### src/rtl/alu_seq.sv
// Handshaked WIDTH-bit ALU with registered result/flags and an iterative
// one-bit-per-cycle shifter; accepts one op in IDLE, holds it in DONE.
module alu_seq #(
   parameter int WIDTH = 8
) (
   input  logic             clk,
   input  logic             rst,
   input  logic             in_valid,
   output logic             in_ready,
   input  logic [3:0]       op,
   input  logic [WIDTH-1:0] a,
   input  logic [WIDTH-1:0] b,
   output logic             out_valid,
   input  logic             out_ready,
   output logic [WIDTH-1:0] result,
   output logic             flag_z,
   output logic             flag_n,
   output logic             flag_c,
   output logic             flag_v,
   output logic             busy
);

   localparam int SHW = $clog2(WIDTH);
   localparam int M   = WIDTH - 1;

   typedef enum logic [1:0] {IDLE, SHIFT, DONE} state_t;

   typedef enum logic [3:0] {
      OP_ADD  = 4'd0,
      OP_SUB  = 4'd1,
      OP_NOT  = 4'd2,
      OP_AND  = 4'd3,
      OP_OR   = 4'd4,
      OP_XOR  = 4'd5,
      OP_SLT  = 4'd6,
      OP_EQ   = 4'd7,
      OP_SLL  = 4'd8,
      OP_SRL  = 4'd9,
      OP_SRA  = 4'd10,
      OP_SLTU = 4'd11
   } op_t;

   state_t           state, state_next;
   logic [3:0]       op_r;
   logic [WIDTH-1:0] work;
   logic [SHW-1:0]   cnt;

   logic [WIDTH:0]   add_full, sub_full;
   logic             add_ovf, sub_ovf;
   logic [WIDTH-1:0] alu_res;
   logic             alu_c, alu_v;
   logic             is_shift;
   logic [WIDTH-1:0] shifted;
   logic [SHW-1:0]   shamt;

   assign shamt    = b[SHW-1:0];
   assign add_full = {1'b0, a} + {1'b0, b};
   assign sub_full = {1'b0, a} + {1'b0, ~b} + (WIDTH+1)'(1);
   assign add_ovf  = (a[M] == b[M]) && (add_full[M] != a[M]);
   assign sub_ovf  = (a[M] != b[M]) && (sub_full[M] != a[M]);
   assign is_shift = (op == OP_SLL) || (op == OP_SRL) || (op == OP_SRA);

   always_comb begin
      alu_res = '0;
      alu_c   = 1'b0;
      alu_v   = 1'b0;
      case (op)
         OP_ADD: begin
            alu_res = add_full[M:0];
            alu_c   = add_full[WIDTH];
            alu_v   = add_ovf;
         end
         OP_SUB: begin
            alu_res = sub_full[M:0];
            alu_c   = sub_full[WIDTH];
            alu_v   = sub_ovf;
         end
         OP_NOT: alu_res = ~a;
         OP_AND: alu_res = a & b;
         OP_OR:  alu_res = a | b;
         OP_XOR: alu_res = a ^ b;
         // compare ops report the flags of the underlying subtraction
         OP_SLT: begin
            alu_res = {{(WIDTH-1){1'b0}}, sub_full[M] ^ sub_ovf};
            alu_c   = sub_full[WIDTH];
            alu_v   = sub_ovf;
         end
         OP_EQ: begin
            alu_res = {{(WIDTH-1){1'b0}}, a == b};
            alu_c   = sub_full[WIDTH];
            alu_v   = sub_ovf;
         end
         OP_SLTU: begin
            alu_res = {{(WIDTH-1){1'b0}}, ~sub_full[WIDTH]};
            alu_c   = sub_full[WIDTH];
            alu_v   = sub_ovf;
         end
         default: ;
      endcase
   end

   always_comb begin
      shifted = work;
      case (op_r)
         OP_SLL:  shifted = {work[M-1:0], 1'b0};
         OP_SRL:  shifted = {1'b0, work[M:1]};
         OP_SRA:  shifted = {work[M], work[M:1]};
         default: ;
      endcase
   end

   always_comb begin
      state_next = state;
      case (state)
         IDLE:    if (in_valid) state_next = (is_shift && shamt != '0) ? SHIFT : DONE;
         SHIFT:   if (cnt == SHW'(1)) state_next = DONE;
         DONE:    if (out_ready) state_next = IDLE;
         default: state_next = IDLE;
      endcase
   end

   always_ff @(posedge clk or posedge rst) begin
      if (rst) state <= IDLE;
      else     state <= state_next;
   end

   always_ff @(posedge clk or posedge rst) begin
      if (rst) begin
         op_r   <= '0;
         work   <= '0;
         cnt    <= '0;
         result <= '0;
         flag_z <= 1'b0;
         flag_n <= 1'b0;
         flag_c <= 1'b0;
         flag_v <= 1'b0;
      end else begin
         case (state)
            IDLE: if (in_valid) begin
               op_r <= op;
               work <= a;
               cnt  <= shamt;
               if (!is_shift) begin
                  result <= alu_res;
                  flag_z <= (alu_res == '0);
                  flag_n <= alu_res[M];
                  flag_c <= alu_c;
                  flag_v <= alu_v;
               end else if (shamt == '0) begin
                  result <= a;
                  flag_z <= (a == '0);
                  flag_n <= a[M];
                  flag_c <= 1'b0;
                  flag_v <= 1'b0;
               end
            end
            SHIFT: begin
               work <= shifted;
               cnt  <= cnt - SHW'(1);
               if (cnt == SHW'(1)) begin
                  result <= shifted;
                  flag_z <= (shifted == '0);
                  flag_n <= shifted[M];
                  flag_c <= 1'b0;
                  flag_v <= 1'b0;
               end
            end
            default: ;
         endcase
      end
   end

   assign in_ready  = (state == IDLE);
   assign out_valid = (state == DONE);
   assign busy      = (state != IDLE);

endmodule

### config.mk
export PLATFORM = sky130hd
export DESIGN_NAME = alu_seq
export DESIGN_NICKNAME = d
export VERILOG_FILES = /design/src/rtl/alu_seq.sv
export SDC_FILE = /design/constraint.sdc
export NUM_CORES = 1
export LEC_CHECK = 0
export BUFFER_PORTS_ARGS = -buffer_cell sky130_fd_sc_hd__buf_2
export CORE_UTILIZATION = 54
export DETAILED_ROUTE_END_ITERATION = 7
export GPL_TIMING_DRIVEN = 0
export PLACE_DENSITY_LB_ADDON = 0.15
export SLEW_MARGIN = 40
export SYNTH_ARGS = -nofsm -noshare
export SYNTH_HDL_FRONTEND = slang
export SYNTH_SLANG_ARGS = --single-unit
### constraint.sdc
create_clock -name clk -period 1.9 [get_ports clk]
set_input_delay 0.095 -clock clk [delete_from_list [all_inputs] [get_ports clk]]
set_output_delay 0.095 -clock clk [all_outputs]
set_load 0.02 [all_outputs]
==> run summary <==
switching share of power = 0.467
PnR worst setup slack = -0.858 ns
DR iter-0 viols = 364
Worst-Skew Late Latency = 0.28 ns
Initial Utilization = 0.569
WP data arrival = 2.91 ns
Worst Hold Depth = 3
kind of critical path = in -> reg
final net count = 508
die height = 78.9 um
Power Total = 3930 uW
drt via density = 6.40
Pwr per Cell Area = 1010 nW/um^2
routed length per instance = 18.2 um
CP max-delay cell = fa_1
Synth area leader = dfrtp_1
end-of-flow core utilization = 0.692
Worst R2R Start = op_r[3]
Cell Rows = 27
Register-to-Register Setup Slack = -0.39 ns
root buffer cell = clkbuf_8
Peak Freq = 363 MHz
CTS clock-pin slew for the worst setup and hold paths = 0.11 ns
crit path cell chain = buf_6 -> inv_6 -> ha_4 -> or3_4 -> nand3b_1 -> a221oi_2 -> o21bai_1 -> a21oi_2 -> fa_1 -> nand2b_1 -> and3_1 -> o21ai_2 -> o221ai_2 -> a221o_1 -> nor2_1 -> o31ai_1
Antenna Nets Post-Route = 0
synth top area cells = dfrtp_1 (22%), ha_1 (10%), nand2_1 (4.0%)
vias in the first global route = 3152
grt ovf = 0
Final TNS setup = -2.41 ns
FF+latch count, synth = 28
Yosys top cell area share = 0.220
ANT cells = 0
gpl congestion = 0.991
Slew @ Worst Pin = 0.639 ns
Max stage delay on crit path = 0.56 ns
syn_nets = 456
clock sinks = 28
crit start category = input port
worst path required time = 2.05 ns
Slew headroom = 0.571
min cycle time layout = 2.76 ns
VDD IR-drop max = 0.655 mV
Final period util = 1.45
Slew Limit Fails = 0
fillers = 471
top_reg_cell synth = dfrtp_1
die area = 6220 sq um
Hold Path Sink = cnt[1]
type of the worst min-delay path = in -> reg
final setup fails = 5
list of most frequent post-synthesis cells = nand2_1 (34), nor2_1 (34), inv_1 (32), dfrtp_1 (28), ha_1 (26)
Leak = 0.00170 uW
initial antenna violation count = 0
crit path capture type = register
worst clock skew = 0.0173 ns
yosys warns = 0
Post-synth EDFFs = 0
Seq/Total Area, Yosys = 0.220
Routed WL = 9.56 mm
Mean Syn Cell Area = 7.91 sq um
CORE AREA = 5610 sq um
CTS Buf Count = 3
Syn Inst Count = 403
Max Fanout on Critical Path = 3
post-DP HPWL = 7.13 mm
hold path startpoint = b[1]
FFs w/ async S/R, synth = 1.00
final hold vios = 0
Die Width = 78.9 um
GRT Total Usage = 0.320
area added between synthesis and finish = 21.7%
reg-to-reg endpoint = flag_z
reg2reg path depth = 8
share of layout cells above drive strength 1 = 0.260
Comb power frac = 0.595
violated checks = setup timing
CTS tree = done
routed vias = 3369
Synth Cell Area = 3190 sq um
post-synth cell types = 68
outcome = complete, but fails checks
DRC = 0
Max-Cap Viols = 0
first-pass GRT wire length = 15.8 mm
Fin Hold WS = 0.158 ns
htree depth = 1
clock buffer depth = 2
Pint = 2090 uW
sequential share of power = 0.283
router iterations before antenna repair = 5
PortBufs = 36
Setup WS pre-CTS = -1.50 ns
NetSw = 1830 uW
unrepaired setup endpoints after global routing = true
largest net degree at the start of global routing = 29
clock network fraction of total power = 0.122
io pins = 39
critical path, delay by kind of cell:
kind            cells  cell delay [ns]
fa+ha+maj           2             0.79
compound gates      7             1.04
buf+inv             2             0.12
simple gates        5             0.85
metal layers:
layer,GRT usage,wire length [um],part of all wire,vias up
met3,0.0402,761,0.080,19
met2,0.537,4510,0.47,165
met5,0,0,0,-
met1,0.432,4140,0.43,1592
li1,-,-,-,1593
met4,0.0836,151,0.016,0
logic make-up (layout without fill, tap and decap cells):
family	Yosys count	in the layout	share of synthesized area
AOI/OAI and AO/OA	130	130	0.297
xor gates and xnor gates	5	5	0.0137
adders and majority gates	29	29	0.121
buffers and inverters	62	113	0.0843
DFF	28	28	0.220
muxes	5	5	0.0169
and+or+nand+nor	144	144	0.248
stage by stage:
step | cell area, sq um | std cells
floorplan | 3240 | 403
global placement | 3510 | 511
detailed placement | 3510 | 511
CTS | 3810 | 526
global route | 3880 | 526
finish | 3880 | 526
power groups by stage:
| stage | combinational [uW] | clock [uW] | sequential [uW] |
|---|---|---|---|
| 2_1_floorplan | 1510 | 0 | 1170 |
| 3_3_place_gp | 2150 | 0 | 1080 |
| 3_5_place_dp | 2180 | 0 | 1100 |
| 4_1_cts | 2280 | 488 | 1090 |
| 5_1_grt | 2570 | 511 | 1150 |
| 6_report | 2330 | 479 | 1110 |
registers in the layout, indices dropped and copies added, names as in the netlist:
register / count
result: 8
work: 8
op_r: 4
cnt: 3
state: 2
flag_c: 1
flag_v: 1
flag_z: 1
area by class of cell:
type / instances / area, sq um / area share
Buffer: 28 / 156 / 0.0403
Clock buffer: 3 / 41.3 / 0.0106
Clock inverter: 1 / 30.0 / 0.00773
Inverter: 32 / 134 / 0.0345
Multi-Input combinational cell: 313 / 2390 / 0.615
Sequential cell: 28 / 701 / 0.180
Tap cell: 72 / 90.1 / 0.0232
Timing Repair Buffer: 49 / 344 / 0.0886
placed cells by master (no fill, tap or decap), types with 4 or more instances in the layout:
cell type	count
o22ai_1	18
clkbuf_1	11
ha_4	4
a221o_1	6
nor2b_1	9
a21o_1	5
clkbuf_8	4
and2_1	5
inv_1	26
nand3_1	7
clkbuf_2	4
nand2b_1	6
a21oi_1	16
nor4_1	4
nor2_1	33
o31ai_1	7
o221ai_1	4
a21oi_2	5
o21ai_1	4
o21ai_0	13
buf_4	12
o22a_1	6
buf_6	8
dfrtp_1	28
nand2_1	33
xnor2_1	5
and3_1	5
a211oi_1	7
nor3_1	12
buf_2	37
ha_1	20
how the worst max path moves through the flow:
| stage | cells past startpoint | from | end | slack (ns) |
|---|---|---|---|---|
| finish | 16 | b[2] | result[7] | -0.86 |
| global route | 16 | a[1] | result[7] | -0.92 |
| floorplan | 15 | a[1] | result[7] | -0.87 |
| detailed placement | 16 | a[1] | result[7] | -1.50 |
| CTS | 16 | a[1] | flag_z | -0.85 |
| global placement | 16 | a[1] | result[7] | -1.49 |
repair_timing:
item | CTS | global route
pin swaps | 15 | 16
hold buffers | 2 | 0
buffers inserted | 10 | 2
endpoints found under the setup margin | 8 | 16
hold endpoints to repair | 29 | 0
resized for setup | 39 | 23
Note: power is estimated with default switching activity, not from simulation.
